[src/rtl/filter_pad_gen_if.sv]
// Pixel stream bundle between an upstream source and filter_pad_gen.
// slave  : the padding block (consumes iValid/iData, produces the rest).
// master : the upstream source / downstream sink side.
interface filter_pad_gen_if;
  logic        iValid;
  logic [23:0] iData;
  logic        oReq;
  logic        oValid;
  logic [23:0] oData;
  logic        oDone;
  logic        oOverflow;

  modport slave (
    input  iValid, iData,
    output oReq, oValid, oData, oDone, oOverflow
  );

  modport master (
    output iValid, iData,
    input  oReq, oValid, oData, oDone, oOverflow
  );
endinterface

[src/rtl/filter_pad_gen.sv]
// Frame padder: wraps each width x height image in a B-pixel zero border
// (B = (kernel_size-1)/2) so a kernel_size filter downstream sees full frames.
// Output registered, 1 cycle after the decision; first pixel 3 cycles after first write.
// Ports: clk, reset (sync, active-high), px (slave: iValid/iData in,
//        oReq/oValid/oData/oDone/oOverflow out). Only ACTIVE stalls on an empty FIFO.
module filter_pad_gen #(
  parameter int width       = 320,
  parameter int height      = 240,
  parameter int kernel_size = 3,
  parameter int fifo_depth  = 16
) (
  input  logic          clk,
  input  logic          reset,
  filter_pad_gen_if.slave px
);

  localparam int B       = (kernel_size - 1) / 2;
  localparam int ROW_LEN = width + 2 * B;
  localparam int PAD_LEN = B * ROW_LEN;
  localparam int AW      = $clog2(fifo_depth);
  localparam int CW      = 16;

  typedef logic [CW-1:0] cnt_t;
  typedef enum logic [2:0] {IDLE, TOP, LEFT, ACTIVE, RIGHT, BOTTOM} state_t;

  localparam cnt_t          PAD_LAST  = cnt_t'(PAD_LEN - 1);
  localparam cnt_t          B_LAST    = cnt_t'(B - 1);
  localparam cnt_t          W_LAST    = cnt_t'(width - 1);
  localparam cnt_t          H_LAST    = cnt_t'(height - 1);
  localparam logic [AW:0]   DEPTH_C   = (AW + 1)'(fifo_depth);
  localparam logic [AW:0]   REQ_MAX_C = (AW + 1)'(fifo_depth - 2);

  // ---------------- input FIFO (show-ahead) ----------------
  logic [23:0]   mem_q [fifo_depth];
  logic [AW-1:0] wr_ptr_q, rd_ptr_q;
  logic [AW:0]   count_q, count_d;
  logic          push, pop, fifo_full, fifo_nonempty;
  logic          ovf_q;

  assign fifo_full     = (count_q == DEPTH_C);
  assign fifo_nonempty = (count_q != '0);
  // A full FIFO still takes a pixel when the head leaves in the same cycle,
  // so a simultaneous read/write never loses data.
  assign push          = px.iValid && (!fifo_full || pop);

  always_comb begin
    count_d = count_q;
    unique case ({push, pop})
      2'b10:   count_d = count_q + 1'b1;
      2'b01:   count_d = count_q - 1'b1;
      default: count_d = count_q;
    endcase
  end

  always_ff @(posedge clk) begin
    if (push) mem_q[wr_ptr_q] <= px.iData;
  end

  always_ff @(posedge clk) begin
    if (reset) begin
      wr_ptr_q <= '0;
      rd_ptr_q <= '0;
      count_q  <= '0;
      ovf_q    <= 1'b0;
    end else begin
      if (push) wr_ptr_q <= wr_ptr_q + 1'b1;
      if (pop)  rd_ptr_q <= rd_ptr_q + 1'b1;
      count_q <= count_d;
      if (px.iValid && fifo_full && !pop) ovf_q <= 1'b1;
    end
  end

  assign px.oReq      = (count_q <= REQ_MAX_C);
  assign px.oOverflow = ovf_q;

  // ---------------- frame sequencer ----------------
  state_t      state_q, state_d;
  cnt_t        col_q, col_d;     // pixel index inside the current state run
  cnt_t        row_q, row_d;     // image row index
  logic        emit, done;
  logic [23:0] emit_dat;
  logic        vld_q, done_q;
  logic [23:0] dat_q;

  always_comb begin
    state_d  = state_q;
    col_d    = col_q;
    row_d    = row_q;
    emit     = 1'b0;
    emit_dat = '0;
    pop      = 1'b0;
    done     = 1'b0;
    unique case (state_q)
      IDLE: begin
        if (fifo_nonempty) begin
          state_d = TOP;
          col_d   = '0;
          row_d   = '0;
        end
      end
      TOP: begin
        emit = 1'b1;
        if (col_q == PAD_LAST) begin
          state_d = LEFT;
          col_d   = '0;
        end else begin
          col_d = col_q + 1'b1;
        end
      end
      LEFT: begin
        emit = 1'b1;
        if (col_q == B_LAST) begin
          state_d = ACTIVE;
          col_d   = '0;
        end else begin
          col_d = col_q + 1'b1;
        end
      end
      ACTIVE: begin
        // Empty FIFO: hold everything and emit nothing this cycle.
        if (fifo_nonempty) begin
          emit     = 1'b1;
          emit_dat = mem_q[rd_ptr_q];
          pop      = 1'b1;
          if (col_q == W_LAST) begin
            state_d = RIGHT;
            col_d   = '0;
          end else begin
            col_d = col_q + 1'b1;
          end
        end
      end
      RIGHT: begin
        emit = 1'b1;
        if (col_q == B_LAST) begin
          col_d = '0;
          if (row_q == H_LAST) begin
            state_d = BOTTOM;
            row_d   = '0;
          end else begin
            state_d = LEFT;
            row_d   = row_q + 1'b1;
          end
        end else begin
          col_d = col_q + 1'b1;
        end
      end
      BOTTOM: begin
        emit = 1'b1;
        if (col_q == PAD_LAST) begin
          state_d = IDLE;
          col_d   = '0;
          done    = 1'b1;
        end else begin
          col_d = col_q + 1'b1;
        end
      end
      default: state_d = IDLE;
    endcase
  end

  always_ff @(posedge clk) begin
    if (reset) begin
      state_q <= IDLE;
      col_q   <= '0;
      row_q   <= '0;
      vld_q   <= 1'b0;
      dat_q   <= '0;
      done_q  <= 1'b0;
    end else begin
      state_q <= state_d;
      col_q   <= col_d;
      row_q   <= row_d;
      vld_q   <= emit;
      dat_q   <= emit_dat;
      done_q  <= done;
    end
  end

  assign px.oValid = vld_q;
  assign px.oData  = dat_q;
  assign px.oDone  = done_q;

endmodule

[src/flat_wrapper.sv]
// flat-port wrapper written by rule: the top's interface ports become plain ports
module filter_pad_gen_flat 
#(
  parameter int width       = 320,
  parameter int height      = 240,
  parameter int kernel_size = 3,
  parameter int fifo_depth  = 16
)
  (clk, reset, px_iValid, px_iData, px_oReq, px_oValid, px_oData, px_oDone, px_oOverflow);
  filter_pad_gen_if px_i ();
  input  logic clk;
  input  logic reset;
  input wire logic [$bits(px_i.iValid)-1:0] px_iValid;
  input wire logic [$bits(px_i.iData)-1:0] px_iData;
  output wire logic [$bits(px_i.oReq)-1:0] px_oReq;
  output wire logic [$bits(px_i.oValid)-1:0] px_oValid;
  output wire logic [$bits(px_i.oData)-1:0] px_oData;
  output wire logic [$bits(px_i.oDone)-1:0] px_oDone;
  output wire logic [$bits(px_i.oOverflow)-1:0] px_oOverflow;
  assign px_i.iValid = px_iValid;
  assign px_i.iData = px_iData;
  assign px_oReq = px_i.oReq;
  assign px_oValid = px_i.oValid;
  assign px_oData = px_i.oData;
  assign px_oDone = px_i.oDone;
  assign px_oOverflow = px_i.oOverflow;
  filter_pad_gen #(.width(width), .height(height), .kernel_size(kernel_size), .fifo_depth(fifo_depth)) u_core (.clk(clk), .reset(reset), .px(px_i));
endmodule
[config.mk]
export PLATFORM = sky130hd
export DESIGN_NAME = filter_pad_gen_flat
export DESIGN_NICKNAME = d
export VERILOG_FILES = /design/src/rtl/filter_pad_gen_if.sv /design/src/rtl/filter_pad_gen.sv /design/src/flat_wrapper.sv
export SDC_FILE = /design/constraint.sdc
export NUM_CORES = 1
export LEC_CHECK = 0
export CELL_PAD_IN_SITES_DETAIL_PLACEMENT = 1
export CELL_PAD_IN_SITES_GLOBAL_PLACEMENT = 2
export CORE_ASPECT_RATIO = 1.1
export CORE_UTILIZATION = 44
export DETAILED_ROUTE_END_ITERATION = 10
export DONT_BUFFER_PORTS = 1
export PLACE_DENSITY = 0.85
export SYNTH_ARGS = -nofsm -noshare
export SYNTH_HDL_FRONTEND = slang
export SYNTH_SLANG_ARGS = --single-unit
export TNS_END_PERCENT = 5
[constraint.sdc]
create_clock -name clk -period 3.01 [get_ports clk]
set_input_delay 0.602 -clock clk [delete_from_list [all_inputs] [get_ports clk]]
set_output_delay 0.602 -clock clk [all_outputs]
set_load 0.005 [all_outputs]
Word level (Yosys, flattened, before mapping)
Memories as Yosys holds them, arrays and structs flattened. A register that Yosys moved wholly into a read port is not among the register bits. Cells that the tools add are included.

Register bits: 51. RAM bits: 384. Bits of input ports: 27. Output and inout port bits: 28. Logic and storage cells: 83. Memories kept: 1.

Memories: u_core.mem_q (words 16, bits a word 24, rd ports 1, clocked after memory_dff 1, write ports 1, line filter_pad_gen.sv:34) `logic [23:0] mem_q [fifo_depth];`.

$add $sub $neg: 6. $lt $le $gt $ge: 1. Equality and inequality tests: 18. Multiplexer cells: 25. Bitwise logic cells: 3. Reduce and logical (&&, ||, !) cells: 20.

Operator list (count): $mux 16 (7); $pmux 16 s4 (1); $add 16x1->16 const B (2); $eq 16x9->1 const B (2); $pmux 16 s2 (1); $mux 3 (8); $pmux 3 s6 (1); $eq 16x8->1 const B (1); $logic_not 16->1 (1); $ne 2x1->1 const B (7); $pmux 5 s2 (1); $add 4x1->4 const B (2); $reduce_and 7->1 (1); $eq 3x2->1 const B (2); $eq 3x3->1 const B (2); $reduce_and 3->1 (2); $reduce_or 2->1 (3); $add 5x1->5 const B (1); $eq 5x5->1 const B (1); $le 5x4->1 const B (1); $mux 1 (5); $reduce_bool 5->1 (1); $sub 5x1->5 const B (1); $reduce_bool 2->1 (2); other kinds (12) (17).

Longest topological paths before layout
Word-level depth: 7. Mapped depth: 11. Mapped depth without buffers: 9.

Least setup slack after synthesis
No wires, ideal clock.

Kind: register to register. Start: register u_core.count_q[0]. End: memory u_core.mem_q[3][0] (enable). Setup time: 435 ps. Arrival time: 2800 ps. Data required time: 2575 ps. Setup slack: -225 ps. Cell stages (with the launch flop): 7. Path buffers: 2. Clock period less this slack: 3235 ps. Cells stage by stage: dfxtp_1 -> or4_4 -> buf_6 -> o31a_1 -> buf_6 -> nand2_1 -> nor3_1.

Cells in the longest elaborated chain, start to end: 7. Elaborated cells on any way between the ends: 9. Classes of those cells: eq/ne: 1; mux: 4; reduce/logical: 4.

RTL lines: start, declared (line filter_pad_gen.sv:36) `logic [AW:0] count_q, count_d;`; start signal, assigned (line filter_pad_gen.sv:68) `count_q <= count_d;`; $reduce_bool 5->1 (line filter_pad_gen.sv:41) `assign fifo_nonempty = (count_q != '0);`; $mux 1 (line filter_pad_gen.sv:121) `if (fifo_nonempty) begin`; $mux 1 (line filter_pad_gen.sv:93) `unique case (state_q)`; $logic_or 1x1->1 * (line filter_pad_gen.sv:44) `assign push = px.iValid && (!fifo_full || pop);`; $logic_and 1x1->1 * (line filter_pad_gen.sv:44); $mux 1 * (line filter_pad_gen.sv:56) `if (push) mem_q[wr_ptr_q] <= px.iData;`; $mux 1 (not written as such) * (line filter_pad_gen.sv:56); end, declared (line filter_pad_gen.sv:34).

Mark *: on every way between the ends. The rest lies on a longest branch, timed or not.

Final worst setup path
Start: register u_core.count_q[0]. End: register u_core.count_q[4].

Cells in the longest elaborated chain, start to end: 7. Elaborated cells on any way between the ends: 13. Classes of those cells: add/sub: 2; eq/ne: 3; mux: 3; reduce/logical: 5.

RTL lines: $reduce_bool 5->1 (line filter_pad_gen.sv:41); $mux 1 (line filter_pad_gen.sv:121); $mux 1 (line filter_pad_gen.sv:93); $logic_or 1x1->1 (line filter_pad_gen.sv:44); $logic_and 1x1->1 (line filter_pad_gen.sv:44); $eq 2x1->1 / $eq 2x2->1 (equally long branches) (line filter_pad_gen.sv:48) `unique case ({push, pop})`; $pmux 5 s2 / $reduce_bool 2->1 (equally long branches).

Parallel ways exist; a longest one is shown, timed or not. A chain may end at the register's enable or synchronous reset.

==> metrics list <==
- Result of the run: finished clean
- Power density of the placed cells: 695.8 nW/um^2
* Fraction of the mapped netlist area in adder cells: 0.7595%
* Die width: 195.5 um
* # diodes: 0
- Highest fanout seen on the critical path: 7
- In this run, synthesis produced a sequential element count of 459.
* Pleak: 6.440 nW
* Dominant combinational cell family by area after synthesis: multiplexers
* Sw Ratio: 22.82%
- Across all hold checks on the routed design, the worst slack comes to 90.38 ps.
* Area occupied by registers: 13050 sq um
- The average instance in the mapped netlist occupies 17.98 sq um.
- Global Route Usage Sum: 20.74%
* Type of the worst setup path: flip-flop to flip-flop
* Share of layout cells above drive strength 1: 23.85%
- Max-slew headroom: 48.73%
* Number of post-CTS setup repair buffers: 0
- CTS saw 459 sinks.
* Met1 usage in global routing: 26.00%
- Maximum number of pins on one net before global-route repair: 64
- Pre-CTS setup slack: 297.8 ps
- Fillcell total: 3656
* Total DRC errors in the routed layout: 0
- Relative contribution of combinational cells to total power: 8.0%
- In this design, the stage delay of the slowest critical-path cell is 640 ps.
* Seq pwr share: 49.1%
- Once the floorplan was initialized, standard cells occupied 44.89% of the core.
* Post-Synthesis Net Count: 1046
- Net Switching: 3.313 mW
- Sort of element at the start of the critical path: flip-flop
* Residual overflow from global routing: 0
- Kind of cell adding the most delay to the critical path: simple AND/OR/NAND/NOR gates
- Final core utilization: 51.71%
* Std-Cell Core Area: 40370 sq um
- The routed layout has 9568 vias.
- Share of synthesized area spent on multiplexers: 13.71%
* Number of buffers created by CTS: 48
- Clock tree from TritonCTS: yes
- In this run the count of I/O pins placed on the die edge is 55.
* Count of buffering cells on the critical path with inverters included: 0
- Largest buffer count on any clock path: 3
- Global routing used 35.76% of the available met2 tracks.
* Share of total power in the clock network: 42.9%
- M3 GR Usage: 4.379%
- The global routing stage identified its most utilized layer as met2.
* Port bufs: 0
* Register area share after synthesis: 71.91%
- Slowest library cell on the worst path: or4_4
- Power comes to 14.52 mW.
* Gate Count Post-Synth: 1008
- YS warnings: 0
- Row generation in the floorplan step produced 77 rows.
- Peak supply drop: 0.5152 mV
* Fraction of the mapped netlist area in compound gates: 4.757%
- Remaining number of nets flagged by the antenna check after routing: 0
- In the synthesized netlist the dominant register cell turns out to be edfxtp_1.
- Fraction of synthesized cell area in xor and xnor cells: 1.112%
- Total Die Area: 42000 sq um
* Area growth, synth to finish: 15.18%
- Routed wire length: 42.53 mm
* Endpoint kind of the worst setup timing path: flip-flop
- Setup repair after global routing missed its margin: false
- Data on the critical path is required at its endpoint by 3510 ps.
- Post-cts repair resize count: 0
- Worst hold path class: input port to flip-flop
* Max Slew Vio Count: 0
- Final #Nets: 1089
* Measured slew at the worst slew-check pin: 769.0 ps
- Chip height: 214.9 um
- Clock-pin slew of the registers on the worst-case setup and hold paths: 60 ps
* Wire length of the first global-routing pass: 64.25 mm
- Summing the areas of all and, or, nand and nor instances in the mapped netlist gives 5.972% of the synthesized area.
- DRC violation total after the first TritonRoute iteration: 711
* Routed via count divided by cell count: 5.969
* Minimum clock period: 2718 ps
- Achievable frequency: 368.0 MHz
- Number of optimization iterations in the first detailed-route pass: 7
- Final Hold Viols: 0
- The tool flagged a number of max-cap violations equal to 0.
- In the final layout, the multi-input gates occupy 4885 sq um.
- At the end of routability-driven placement, the weighted congestion stood at 0.7820.
* Final period util: 90.29%
- Hold repair after CTS inserted 0 buffers.
- The critical path goes through or4_4, o21ai_4, xnor2_1, ha_1, or3_1, a21oi_1, nor2_1, or4_1, a21oi_1.
* Antenna violations before repair: 0
- Dividing the detail-routed wire length by the instance count gives 26.53 um.
- Critical path arrival: 3220 ps
- Number of library cell types mapped by synthesis: 59
- The internal power of the cells totals 11.21 mW.
* Final number of setup-violating endpoints: 0
- The synthesized design contains 384 enable-type register cells.
- Cell at the root of the clock tree: clkbuf_16
- After synthesis the cells add up to 18120 sq um.
- The via count of the first global-routing pass came to 10330.
- The H-tree was split into 2 levels.
- Once detailed placement completed, the half-perimeter wirelength came to 25.87 mm.
* Fin Setup TNS: 0 ps
- Async SR Flop Fraction: 0%
- Post-route setup slack: 292.2 ps
- The cell that appears most often on the critical path is a21oi_1.
- The later pin in the worst-skew pair is clocked with a latency of 590 ps.
- For the final database, setup skew stands at 23.16 ps.
-- state kept, by name, indices dropped and copies added, names as in the netlist --
name and cells:
u_core.rd_ptr_q 4, u_core.col_q 16, u_core.px.oValid 1, u_core.px.oDone 1, u_core.mem_q 384, u_core.px.oOverflow 1, u_core.state_q 3, u_core.wr_ptr_q 4
u_core.row_q 16, u_core.count_q 5, u_core.px.oData 24
-- worst register-to-register path, delay by kind of cell (launching register included) --
| family | cells | cell delay, ps |
|---|---|---|
| AOI/OAI and AO/OA | 3 | 530 |
| xor gates and xnor gates | 1 | 100 |
| adders and majority gates | 1 | 230 |
| DFF | 1 | 390 |
| and+or+nand+nor | 4 | 1410 |
-- cells by family (layout without fill, tap and decap cells) --
| family | Yosys count | in the layout |
|---|---|---|
| adder cells (fa/ha/maj) | 11 | 11 |
| multiplexers | 122 | 122 |
| AND/OR/NAND/NOR | 196 | 196 |
| buffers and inverters | 73 | 155 |
| flip-flops | 459 | 459 |
| XOR/XNOR | 23 | 23 |
| AO/OA/AOI/OAI | 124 | 124 |
-- synthesized netlist by cell type, drive strengths merged, types with 2 or more instances --
master / number / share of area (%)
nor4bb: 3 / 0.17
o21a: 4 / 0.17
a21boi: 2 / 0.17
mux4: 101 / 13
nand4b: 3 / 0.15
xor2: 15 / 0.72
and3: 8 / 0.28
buf: 24 / 0.76
nand2: 26 / 0.54
ha: 11 / 0.76
nand4: 19 / 0.66
edfxtp: 384 / 64
a41oi: 3 / 0.15
dfxtp: 75 / 8.3
mux2i: 21 / 1.2
and4: 3 / 0.15
o31ai: 6 / 0.25
and2: 6 / 0.21
nor2: 47 / 0.97
a211oi: 41 / 1.7
or2: 2 / 0.069
nor4b: 2 / 0.097
a311oi: 2 / 0.097
inv: 13 / 0.27
or3: 12 / 0.41
clkbuf: 36 / 0.75
nand2b: 5 / 0.17
o21ai: 22 / 0.73
a21oi: 30 / 0.83
nor3: 10 / 0.28
nor2b: 21 / 0.72
or4: 6 / 0.27
nor4: 7 / 0.32
a31oi: 2 / 0.069
xnor2: 8 / 0.39
nand3: 13 / 0.36
-- worst paths after layout --
| kind | from | to | slack [ps] | depth (start not counted) |
|---|---|---|---|---|
| setup reg to reg | u_core.count_q[0] | u_core.count_q[4] | 290 | 9 |
| hold reg to reg | u_core.row_q[15] | u_core.row_q[15] | 500 | 2 |
| hold / removal | reset | u_core.rd_ptr_q[3] | 90 | 1 |
| setup / recovery | u_core.count_q[0] | u_core.count_q[4] | 290 | 9 |
-- placed cells by master, fill, tap and decap left out, types with 14 or more instances in the layout --
cell type  instances
o21ai_0           17
mux4_2           101
a21oi_1           30
nand4_1           19
nor2b_1           21
clkbuf_16         48
nand2_1           26
xor2_1            15
buf_12            14
nor2_1            35
a211oi_1          41
dfxtp_1           71
buf_4             39
edfxtp_1         384
mux2i_1           21
-- layer usage --
| layer | wire, um | up-vias |
|---|---|---|
| li1 | - | 4160 |
| met1 | 17010 | 5061 |
| met2 | 21960 | 265 |
| met3 | 2316 | 82 |
| met4 | 1247 | 0 |
| met5 | 0 | - |
-- cell type report --
| class | instances | share of cell area [%] |
|---|---|---|
| Clock buffer | 60 | 6.258 |
| Clock inverter | 29 | 1.786 |
| Inverter | 13 | 0.2338 |
| Multi-Input combinational cell | 476 | 23.40 |
| Sequential cell | 459 | 62.50 |
| Tap cell | 513 | 3.075 |
| Timing Repair Buffer | 53 | 2.745 |
-- metrics by stage --
stage          instances  instance area [sq um]
5_1_grt             1603                  20870
2_1_floorplan       1008                  18130
3_5_place_dp        1514                  19190
4_1_cts             1603                  20870
3_3_place_gp        1514                  19190
6_report            1603                  20870
-- power by group through the flow --
stage	clock network (mW)	registers (mW)	logic, mW
CTS	6.36	7.13	1.18
floorplan	0	7.19	0.898
finish	6.23	7.13	1.16
global route	6.57	7.14	1.27
global placement	0	7.25	1.14
detailed placement	0	7.26	1.17
(Power assumes the default switching activity.)
